$ cat config.mk
export PLATFORM = sky130hd
export DESIGN_NAME = uart_rx_fifo
export DESIGN_NICKNAME = d
export VERILOG_FILES = /design/src/rtl/uart_pkg.sv /design/src/rtl/uart_req_ack_sink.sv /design/src/rtl/uart_rx_fifo.sv
export SDC_FILE = /design/constraint.sdc
export NUM_CORES = 1
export LEC_CHECK = 0
export CAP_MARGIN = 10
export CORE_ASPECT_RATIO = 2
export CORE_MARGIN = 4
export CORE_UTILIZATION = 50
export DETAILED_ROUTE_END_ITERATION = 16
export HOLD_SLACK_MARGIN = 0.08
export PLACE_DENSITY = 0.67
export SKIP_CTS_REPAIR_TIMING = 1
export SYNTH_ARGS = -nofsm -noshare
export SYNTH_HDL_FRONTEND = slang
export SYNTH_SLANG_ARGS = --single-unit
$ cat constraint.sdc
create_clock -name clk -period 2.3 [get_ports clk]
set_input_delay 0.69 -clock clk [delete_from_list [all_inputs] [get_ports clk]]
set_output_delay 0.69 -clock clk [all_outputs]
set_load 0.02 [all_outputs]
$ cat src/rtl/uart_pkg.sv
// Shared definitions for the UART receive path: byte width and the
// request/acknowledge sink state encoding.
package uart_pkg;

   localparam int BYTE_W = 8;

   typedef enum logic [1:0] {
      ST_SYNC = 2'd0,
      ST_IDLE = 2'd1,
      ST_ACK  = 2'd2
   } rx_state_e;

endpackage

$ cat src/rtl/uart_req_ack_sink.sv
// Four-phase req/ack sink for the UART receiver handshake.
// Ports: clk, rst (async, active low), req in; ack (registered), wr_stb out.
module uart_req_ack_sink
   import uart_pkg::*;
(
   input  logic clk,
   input  logic rst,
   input  logic req,
   output logic ack,
   output logic wr_stb
);

   rx_state_e state;

   // SYNC swallows a req that was already high when reset released,
   // so it can never be taken as a fresh byte.
   always_ff @(posedge clk or negedge rst) begin
      if (!rst) begin
         state <= ST_SYNC;
         ack   <= 1'b0;
      end else begin
         unique case (state)
            ST_SYNC: begin
               if (!req) state <= ST_IDLE;
            end
            ST_IDLE: begin
               if (req) begin
                  state <= ST_ACK;
                  ack   <= 1'b1;
               end
            end
            ST_ACK: begin
               if (!req) begin
                  state <= ST_IDLE;
                  ack   <= 1'b0;
               end
            end
            default: begin
               state <= ST_SYNC;
               ack   <= 1'b0;
            end
         endcase
      end
   end

   // Capture happens on the same edge that moves IDLE to ACK.
   assign wr_stb = (state == ST_IDLE) && req;

endmodule

$ cat src/rtl/uart_rx_fifo.sv
// Receive FIFO behind the UART req/ack handshake, with overrun flag.
// Ports: in_data/in_req/in_ack handshake, rd_en/rd_data/rd_valid read port,
// empty/full/count status, sticky overrun with clr_ovr.
module uart_rx_fifo
   import uart_pkg::*;
#(
   parameter int depth = 16,
   parameter int aw    = 4
)(
   input  logic              clk,
   input  logic              rst,
   input  logic [BYTE_W-1:0] in_data,
   input  logic              in_req,
   output logic              in_ack,
   input  logic              rd_en,
   output logic [BYTE_W-1:0] rd_data,
   output logic              rd_valid,
   output logic              empty,
   output logic              full,
   output logic [aw:0]       count,
   output logic              overrun,
   input  logic              clr_ovr
);

   localparam logic [aw:0] FULL_CNT = (aw+1)'(depth);

   logic              wr_stb;
   logic              rd_fire;
   logic              wr_ok;
   logic              drop;
   logic [aw:0]       count_nxt;
   logic [aw-1:0]     wptr;
   logic [aw-1:0]     rptr;
   logic [BYTE_W-1:0] mem [depth];

   uart_req_ack_sink u_sink (
      .clk    (clk),
      .rst    (rst),
      .req    (in_req),
      .ack    (in_ack),
      .wr_stb (wr_stb)
   );

   // A read in the same cycle frees the slot for the incoming byte.
   assign rd_fire = rd_en && !empty;
   assign wr_ok   = wr_stb && (!full || rd_fire);
   assign drop    = wr_stb && !wr_ok;

   always_comb begin
      count_nxt = count;
      if (wr_ok && !rd_fire) begin
         count_nxt = count + 1'b1;
      end else if (!wr_ok && rd_fire) begin
         count_nxt = count - 1'b1;
      end
   end

   always_ff @(posedge clk) begin
      if (wr_ok) mem[wptr] <= in_data;
   end

   always_ff @(posedge clk or negedge rst) begin
      if (!rst) begin
         wptr     <= '0;
         rptr     <= '0;
         count    <= '0;
         empty    <= 1'b1;
         full     <= 1'b0;
         rd_data  <= '0;
         rd_valid <= 1'b0;
         overrun  <= 1'b0;
      end else begin
         rd_valid <= rd_fire;
         if (wr_ok) wptr <= wptr + 1'b1;
         if (rd_fire) begin
            rptr    <= rptr + 1'b1;
            rd_data <= mem[rptr];
         end
         count <= count_nxt;
         empty <= (count_nxt == '0);
         full  <= (count_nxt == FULL_CNT);
         // Set wins over a simultaneous clear.
         if (drop) begin
            overrun <= 1'b1;
         end else if (clr_ovr) begin
            overrun <= 1'b0;
         end
      end
   end

endmodule

==> flow_summary.toml, run 1 <==
[clock_network]
cts_buffers = 17
cts_buffer_depth = 2
ctsRootBufferMaster = "clkbuf_16"
tritoncts = "yes"
clk_pin_slew_ns = 0.06
cts_max_level = 4
cts.sinks = 156
clk_latency_ns = 0.42

[die]
io_pins = 31
start_util = 0.5092
dieHeight_um = 165.1
die_area_um2 = 14300
die_w_um = 86.57
rows = 57
core_area_um2 = 12120

[timing]
finalCriticalPeriod_ns = 2.241
slew_violations = 0
relSlewSlack = 0.5833
tightest_slew_ns = 0.6251
layout_setup_ws_ns = 0.05865
finalCritPeriodShare = 0.9745
clock_skew_ns = 0.01157
timing.fmax_mhz = 446.2
final_hold_viol_count = 0
setup_viol = 0
grt_setup_unrepaired = "false"
timing.hold.ws_ns = 0.4867

[routing]
drt-wirelength-per-cell_um = 22.99
firstDrtPassIters = 4
antenna_left = 0
drc_errors = 0
drt_iter0_markers = 160
wl_um = 13130
vias_per_cell = 5.713
dr_total_vias = 3262

[synthesis]
synthesis.area_um2 = 6173
synth-edff-count = 128
synth_mux_area_frac = 0.1435
synth.area.top_cells = "edfxtp_1 (62%), mux4_2 (12%), dfrtp_1 (11%), mux2i_1 (1.9%), ha_1 (1.4%)"
netlist.area_leader.share = 0.6226
synth_top_family_by_area = "multiplexers"
synth_cell_types = 37
synth_cells = 332
synth-async-reset-ratio = 0.1795
synthAdderAreaFrac = 0.01419
netlist_top_cells_count = "edfxtp_1 (128), mux4_2 (34), dfrtp_1 (27), nand2_1 (20), nor2_1 (15)"
yosys_warnings = 0
synth_seq_cells = 156
synth-simple-area-share = 0.05229
post-synth-top-count-cell = "edfxtp_1"
yosysSeqAreaShare = 0.7363
synth_compound_area_frac = 0.02351
ys.flop_type = "edfxtp_1"
synth_fp_nets = 352
synth-xor-area-share = 0.01419
synth.largest_area_cell = "edfxtp_1"
avgSynthCellArea_um2 = 18.59

[global_route]
grt_max_degree = 29
grt_pass1_wl_um = 20210
grt_pass1_vias = 3590
track_usage = 0.2014
antenna_found_initial = 0
grt.overflow.total = 0

[critical_path]
endpoint_kind = "primary output"
critical_path_depth = 1
cp.arrival_ns = 1.55
required_ns = 1.61
path_buf_inv = 1
cp_cell_sequence = "clkdlybuf4s50_1"
cp_max_fo = 2
start_kind = "register"
slowest_stage = "clkdlybuf4s50_1"
ff2ff_path_depth = 7
path_class = "reg -> out"
cp_top_family = "buffers and inverters"
max_stage_delay_ns = 0.60

[place]
post-dp-hpwl_um = 9536
port_buffers = 30
place_ws_ns = -0.2194
dpl-instance-area_um2 = 6949
post-place-cells = 539
gp_congestion = 0.8760

[hold_path]
hold_depth = 2
min_path_type = "reg -> reg"

[finish]
stdcell_area_um2 = 7550
final_cells = 571
syn_to_final_growth_pct = 22.29
n_antenna_cell = 0
final_nets = 431
drive_gt1_frac = 0.2736

[power]
powerDensity_nw_per_um2 = 1201
leakagePower_uw = 0.002676
ir_drop_mv = 0.6711

[outcome]
status = "complete, no violations"

[run]
cap_violations = 0
[path summary, 6_finish.rpt]
path,slack (ns),from,endpoint
max in group asynchronous,1.33,rst,empty$_DFF_PN1_
max,0.06,empty$_DFF_PN1_,empty
min,0.49,rd_data[4]$_DFFE_PN0P_,rd_data[4]$_DFFE_PN0P_
max reg2reg,0.23,rptr[1]$_DFFE_PN0P_,rd_data[3]$_DFFE_PN0P_
min reg2reg,0.49,rd_data[4]$_DFFE_PN0P_,rd_data[4]$_DFFE_PN0P_
min in group asynchronous,0.66,rst,count[4]$_DFF_PN0_
[through the flow]
step / total power (µW) / util / setup TNS, ns
after global routing: 9464 / 0.6227 / 0
after CTS: 9154 / 0.6225 / 0
after floorplan: 5353 / - / 0
after global placement: 6279 / 0.5732 / -13.65
after detailed placement: 6345 / 0.5732 / -19.39
final: 9068 / 0.6227 / 0
[flip-flops by register name (all words and copies together), names as in the netlist]
register      flops
mem             128
full              1
u_sink.ack        1
rptr              4
rd_valid          1
count             5
u_sink.state      2
overrun           1
wptr              4
rd_data           8
empty             1
[per-layer routing]
metal	GRT usage	vias to the layer above	wire [µm]
li1	-	1469	-
met1	0.2055	1699	4537
met2	0.3787	71	7774
met3	0.04220	23	359
met4	0.09787	0	455
met5	0	-	0
[report_power, final]
| group | switching [µW] | total, µW | internal [µW] |
|---|---|---|---|
| Combinational | 1230 | 2550 | 1310 |
| Clock | 1090 | 2800 | 1710 |
| Sequential | 366 | 3720 | 3350 |
| Total | 2690 | 9070 | 6380 |
[cells by family (layout without fill, tap and decap cells)]
logic type                 count (synthesis)  count (layout)
AOI/OAI and AO/OA                         26              26
xor gates and xnor gates                  10              10
adders and majority gates                  7               7
buffers and inverters                     20             112
DFF                                      156             156
muxes                                     46              46
and+or+nand+nor                           67              67
[area by class of cell]
class                   count  area [µm²]
well taps                 147       183.9
clock buffers              18       429.2
inverters                   6       22.52
multi-input cells         156        1553
repair buffers             74       645.6
clock inverters            14       168.9
flip-flops and latches    156        4547
fillers                   875        4574
[cells in the final DEF, fill, tap and decap left out, types with 4 or more instances in the layout]
master             n
ha_1               7
nor3_1            10
inv_1              5
edfxtp_1         128
nor3_2             4
nand3_1            4
dfrtp_1           26
o21ai_1            6
mux2i_1           12
clkbuf_16         17
buf_4             43
xnor2_1            8
nor2_1            15
o21ai_0            5
clkdlybuf4s50_1   29
nand2_1           20
mux4_2            34
a21oi_1            8
(Power assumes the default switching activity.)
==> run 2, diff against run 1 <==
Settings changed: DONT_BUFFER_PORTS from default to 1, PLACE_DENSITY 0.67 to 0.64.
==> run 2 against run 1 <==
Critical path depth increased by 6; total power decreased by 5.4%; sequential power increased by 4%; flip-flop and latch count unchanged; wire length decreased by 6.7%; clock skew decreased by 0.0025 ns; cell area decreased by 5.9%; worst setup slack improved by 0.069 ns; clock power decreased by 3%; register-to-register slack got worse by 0.10 ns; largest cell class unchanged; largest power group unchanged; highest routed layer unchanged.
==> flow_summary.toml, run 2 (synthesized netlist as in run 1, its figures left out) <==
[timing]
tightest_slew_ns = 0.6028
slew_violations = 0
clock_skew_ns = 0.009076
timing.fmax_mhz = 460.4
setup_viol = 0
finalCritPeriodShare = 0.9443
setup_tns_ns = 0
final_hold_viol_count = 0
finalCriticalPeriod_ns = 2.172
relSlewSlack = 0.5981
layout_setup_ws_ns = 0.1280
timing.hold.ws_ns = 0.09383

[die]
start_util = 0.5092
die_area_um2 = 14300
dieHeight_um = 165.1
rows = 57
die_w_um = 86.57
io_pins = 31
core_area_um2 = 12120

[global_route]
grt_max_degree = 36
grt_pass1_vias = 3309
grt_pass1_wl_um = 19050
track_usage = 0.1885
antenna_found_initial = 0
grt.overflow.total = 0

[critical_path]
reg2reg_from = "empty$_DFF_PN1_"
ff2ff_path_depth = 7
max_stage_delay_ns = 0.59
critical_path_depth = 7
endpoint_kind = "register"
start_kind = "register"
endpoint = "full$_DFF_PN0_"
cp.arrival_ns = 2.46
cp_cell_sequence = "nand2b_1 > buf_4 > inv_2 > nor3_1 > nor4_1 > o32ai_2 > nor3b_1"
r2r-end = "full$_DFF_PN0_"
path_buf_inv = 2
path_class = "reg -> reg"
slowest_stage = "dfstp_2"
cp_max_fo = 15
required_ns = 2.58
cp_top_family = "simple AND/OR/NAND/NOR gates"
startpoint = "empty$_DFF_PN1_"
regToRegSetupSlack_ns = 0.13

[clock_network]
cts_max_level = 4
tritoncts = "yes"
clk_latency_ns = 0.41
cts_buffers = 17
cts.sinks = 156
clk_pin_slew_ns = 0.06
ctsRootBufferMaster = "clkbuf_16"
cts_buffer_depth = 2

[finish]
final_nets = 380
final_common_cell = "edfxtp_1"
top_regs = "mem: 128 flops, rd_data: 8 flops, count: 5 flops"
final_cells = 519
syn_to_final_growth_pct = 15.06
n_fill_cell = 920
largest_reg_flops = 128
top_register = "mem"
final_cell_mix = "edfxtp_1 (128), mux4_2 (34), dfrtp_1 (26), nand2_1 (20), buf_4 (20)"
n_antenna_cell = 0
drive_gt1_frac = 0.2554

[routing]
antenna_left = 0
dr_total_vias = 3047
drt_iter0_markers = 260
wl_um = 12250
drt-wirelength-per-cell_um = 23.59
drc_errors = 0
firstDrtPassIters = 4
vias_per_cell = 5.871

[power]
powerDensity_nw_per_um2 = 1207
leakagePower_uw = 0.002451
ir_drop_mv = 1.102

[place]
gp_congestion = 0.8710
port_buffers = 0
post-place-cells = 487
place_ws_ns = 0.09493
post-dp-hpwl_um = 8339

[hold_path]
min_path_type = "in -> async"

[outcome]
status = "complete, no violations"

[run]
cap_violations = 0
run 2: changes by cell type in the layout (fill, tap and decap cells not counted), sizes merged:
cell	before	now
inv	8	7
dlymetal6s2s	1	0
clkdlybuf4s50	29	0
buf	44	23
run 2: layout make-up:
class,instances,area [µm²],area share
Sequential cell,156,4547,0.6401
Multi-Input combinational cell,156,1560,0.2197
Clock buffer,18,429.2,0.06042
Timing Repair Buffer,23,210.2,0.02959
Tap cell,147,183.9,0.02589
Clock inverter,13,150.1,0.02114
Inverter,6,22.52,0.003171
run 2: worst min-delay path by stage:
stage | start | end | slack, ns | cells past startpoint
detailed placement | rst | rd_data[5]$_DFFE_PN0P_ | 0.40 | 0
CTS | rst | rptr[2]$_DFFE_PN0P_ | -0.05 | 0
finish | rst | rptr[2]$_DFFE_PN0P_ | 0.09 | 1
floorplan | rst | count[0]$_DFF_PN0_ | 0.39 | 0
global route | rst | rd_data[4]$_DFFE_PN0P_ | 0.09 | 1
global placement | rst | count[2]$_DFF_PN0_ | 0.40 | 0
run 2: routing by layer:
| layer | vias up | share of wire | global-route usage | wire length [µm] |
|---|---|---|---|---|
| li1 | 1365 | - | - | - |
| met3 | 25 | 0.036 | 0.04469 | 443 |
| met1 | 1588 | 0.34 | 0.1969 | 4224 |
| met4 | 0 | 0.023 | 0.07376 | 283 |
| met2 | 69 | 0.60 | 0.3546 | 7293 |
| met5 | - | 0 | 0 | 0 |
run 2: where the power goes:
group	internal (µW)	switching, µW	total, µW
Clock	1690	1040	2730
Sequential	3350	519	3870
Combinational	1020	961	1980
Total	6060	2520	8570
run 2: stage by stage:
stage,power (µW),instance area [µm²],util
after global placement,5891,6496,0.5358
after global routing,8977,7103,0.5859
after CTS,8650,7076,0.5836
after floorplan,5353,6197,-
after detailed placement,5922,6496,0.5358
final,8575,7103,0.5859
run 2: worst register-to-register path: stages (launching register included):
cell      delay (ns)
dfstp_2         0.59
nand2b_1        0.21
buf_4           0.25
inv_2           0.13
nor3_1          0.32
nor4_1          0.13
o32ai_2         0.31
nor3b_1         0.10
==> run 3, diff against run 2 <==
Settings changed: PLACE_DENSITY 0.64 to 0.74.
==> run 3 against run 2 <==
Total power rose by 0.96%; critical path type unchanged; largest power group unchanged; non-clock buffer count rose by 8; highest routed layer unchanged; cell area rose by 0.85%; sequential share of layout area is 0.54 points lower; fmax is 0.89% lower.
==> flow_summary.toml, run 3 (synthesized netlist as in run 1, its figures left out) <==
[die]
die_w_um = 86.57
dieHeight_um = 165.1
die_area_um2 = 14300
core_area_um2 = 12120
start_util = 0.5092
io_pins = 31
rows = 57

[power]
leakagePower_uw = 0.002486
ir_drop_mv = 0.8857
powerDensity_nw_per_um2 = 1209

[clock_network]
clk_latency_ns = 0.42
cts_buffer_depth = 2
ctsRootBufferMaster = "clkbuf_16"
cts_max_level = 4
cts.sinks = 156
tritoncts = "yes"
cts_buffers = 17
clk_pin_slew_ns = 0.06

[global_route]
grt_pass1_wl_um = 20020
grt.overflow.total = 0
grt_max_degree = 36
grt_pass1_vias = 3520
antenna_found_initial = 0
track_usage = 0.2010

[finish]
stdcell_area_um2 = 7163
final_cells = 528
n_antenna_cell = 0
top_regs = "mem: 128 flops, rd_data: 8 flops, count: 5 flops"
syn_to_final_growth_pct = 16.03
final_cell_mix = "edfxtp_1 (128), mux4_2 (34), buf_4 (28), dfrtp_1 (26), nand2_1 (20)"
final_nets = 388
post-route-util = 0.5908
drive_gt1_frac = 0.2677
final_common_cell = "edfxtp_1"
largest_reg_flops = 128
top_register = "mem"

[critical_path]
endpoint_kind = "register"
start_kind = "register"
required_ns = 2.59
cp_cell_sequence = "nand2b_1 > buf_4 > inv_2 > nor3_1 > nor4_1 > o32ai_1 > nor3b_1"
cp.arrival_ns = 2.48
path_class = "reg -> reg"
max_stage_delay_ns = 0.59
slowest_stage = "dfstp_2"
cp_max_fo = 21

[timing]
finalCriticalPeriod_ns = 2.192
tightest_slew_ns = 0.5872
slew_violations = 0
setup_tns_ns = 0
final_hold_viol_count = 0
timing.hold.ws_ns = 0.1082
setup_viol = 0
grt_setup_unrepaired = "false"
finalCritPeriodShare = 0.9529
timing.fmax_mhz = 456.3
clock_skew_ns = 0.008773
relSlewSlack = 0.6085

[routing]
wl_um = 12910
firstDrtPassIters = 4
drc_errors = 0
vias_per_cell = 5.968
drt_iter0_markers = 334
dr_total_vias = 3151
antenna_left = 0
drt-wirelength-per-cell_um = 24.45

[place]
gp_congestion = 0.9061
dpl-instance-area_um2 = 6536
port_buffers = 0
post-dp-hpwl_um = 8759
post-place-cells = 494

[run]
cap_violations = 0

[outcome]
status = "complete, no violations"

[hold_path]
min_path_type = "in -> async"
-- run 3: report_power, final --
group	internal, µW	switching (µW)	leakage (µW)
registers	3350	593	0.00149
clock network	1710	1090	0.000278
logic	989	933	0.000718
total	6050	2610	0.00249
-- run 3: critical path, delay by kind of cell (launching register included) --
| family | cells | cell delay, ns |
|---|---|---|
| compound gates | 1 | 0.36 |
| buf+inv | 2 | 0.45 |
| flops | 1 | 0.59 |
| simple gates | 4 | 0.63 |
-- run 3: cell type report --
class                      instances  area (µm²)
clock buffer                      18       429.2
clock inverter                    14       167.7
fill                             870        4961
inverter                           6       22.52
multi-input combinational        156        1553
sequential                       156        4547
tap                              147       183.9
timing repair buffer              31       260.3
-- run 3: routing by layer --
metal | vias up | wire, µm | GRT usage
met2 | 116 | 7348 | 0.3630
met1 | 1618 | 4330 | 0.1999
li1 | 1379 | - | -
met4 | 0 | 665 | 0.1142
met3 | 38 | 563 | 0.05909
met5 | - | 0 | 0
-- run 3: final timing paths --
kind	startpoint	end	slack [ns]	depth (start not counted)
min in group clk	in_req	u_sink.state[0]$_DFFE_PN0P_	0.32	1
max reg2reg	empty$_DFF_PN1_	full$_DFF_PN0_	0.11	7
min reg2reg	u_sink.state[1]$_DFFE_PN0P_	u_sink.state[0]$_DFFE_PN0P_	0.56	1
max	empty$_DFF_PN1_	full$_DFF_PN0_	0.11	7
min	rst	empty$_DFF_PN1_	0.11	0
max in group asynchronous	rst	rptr[0]$_DFFE_PN0P_	1.41	2
-- run 3: stage by stage --
stage | setup slack, ns | total power [µW]
after floorplan | 0.04806 | 5353
after global placement | 0.1717 | 5857
after detailed placement | 0.08298 | 5912
after CTS | 0.1148 | 8713
after global routing | 0.007695 | 9058
final | 0.1084 | 8657
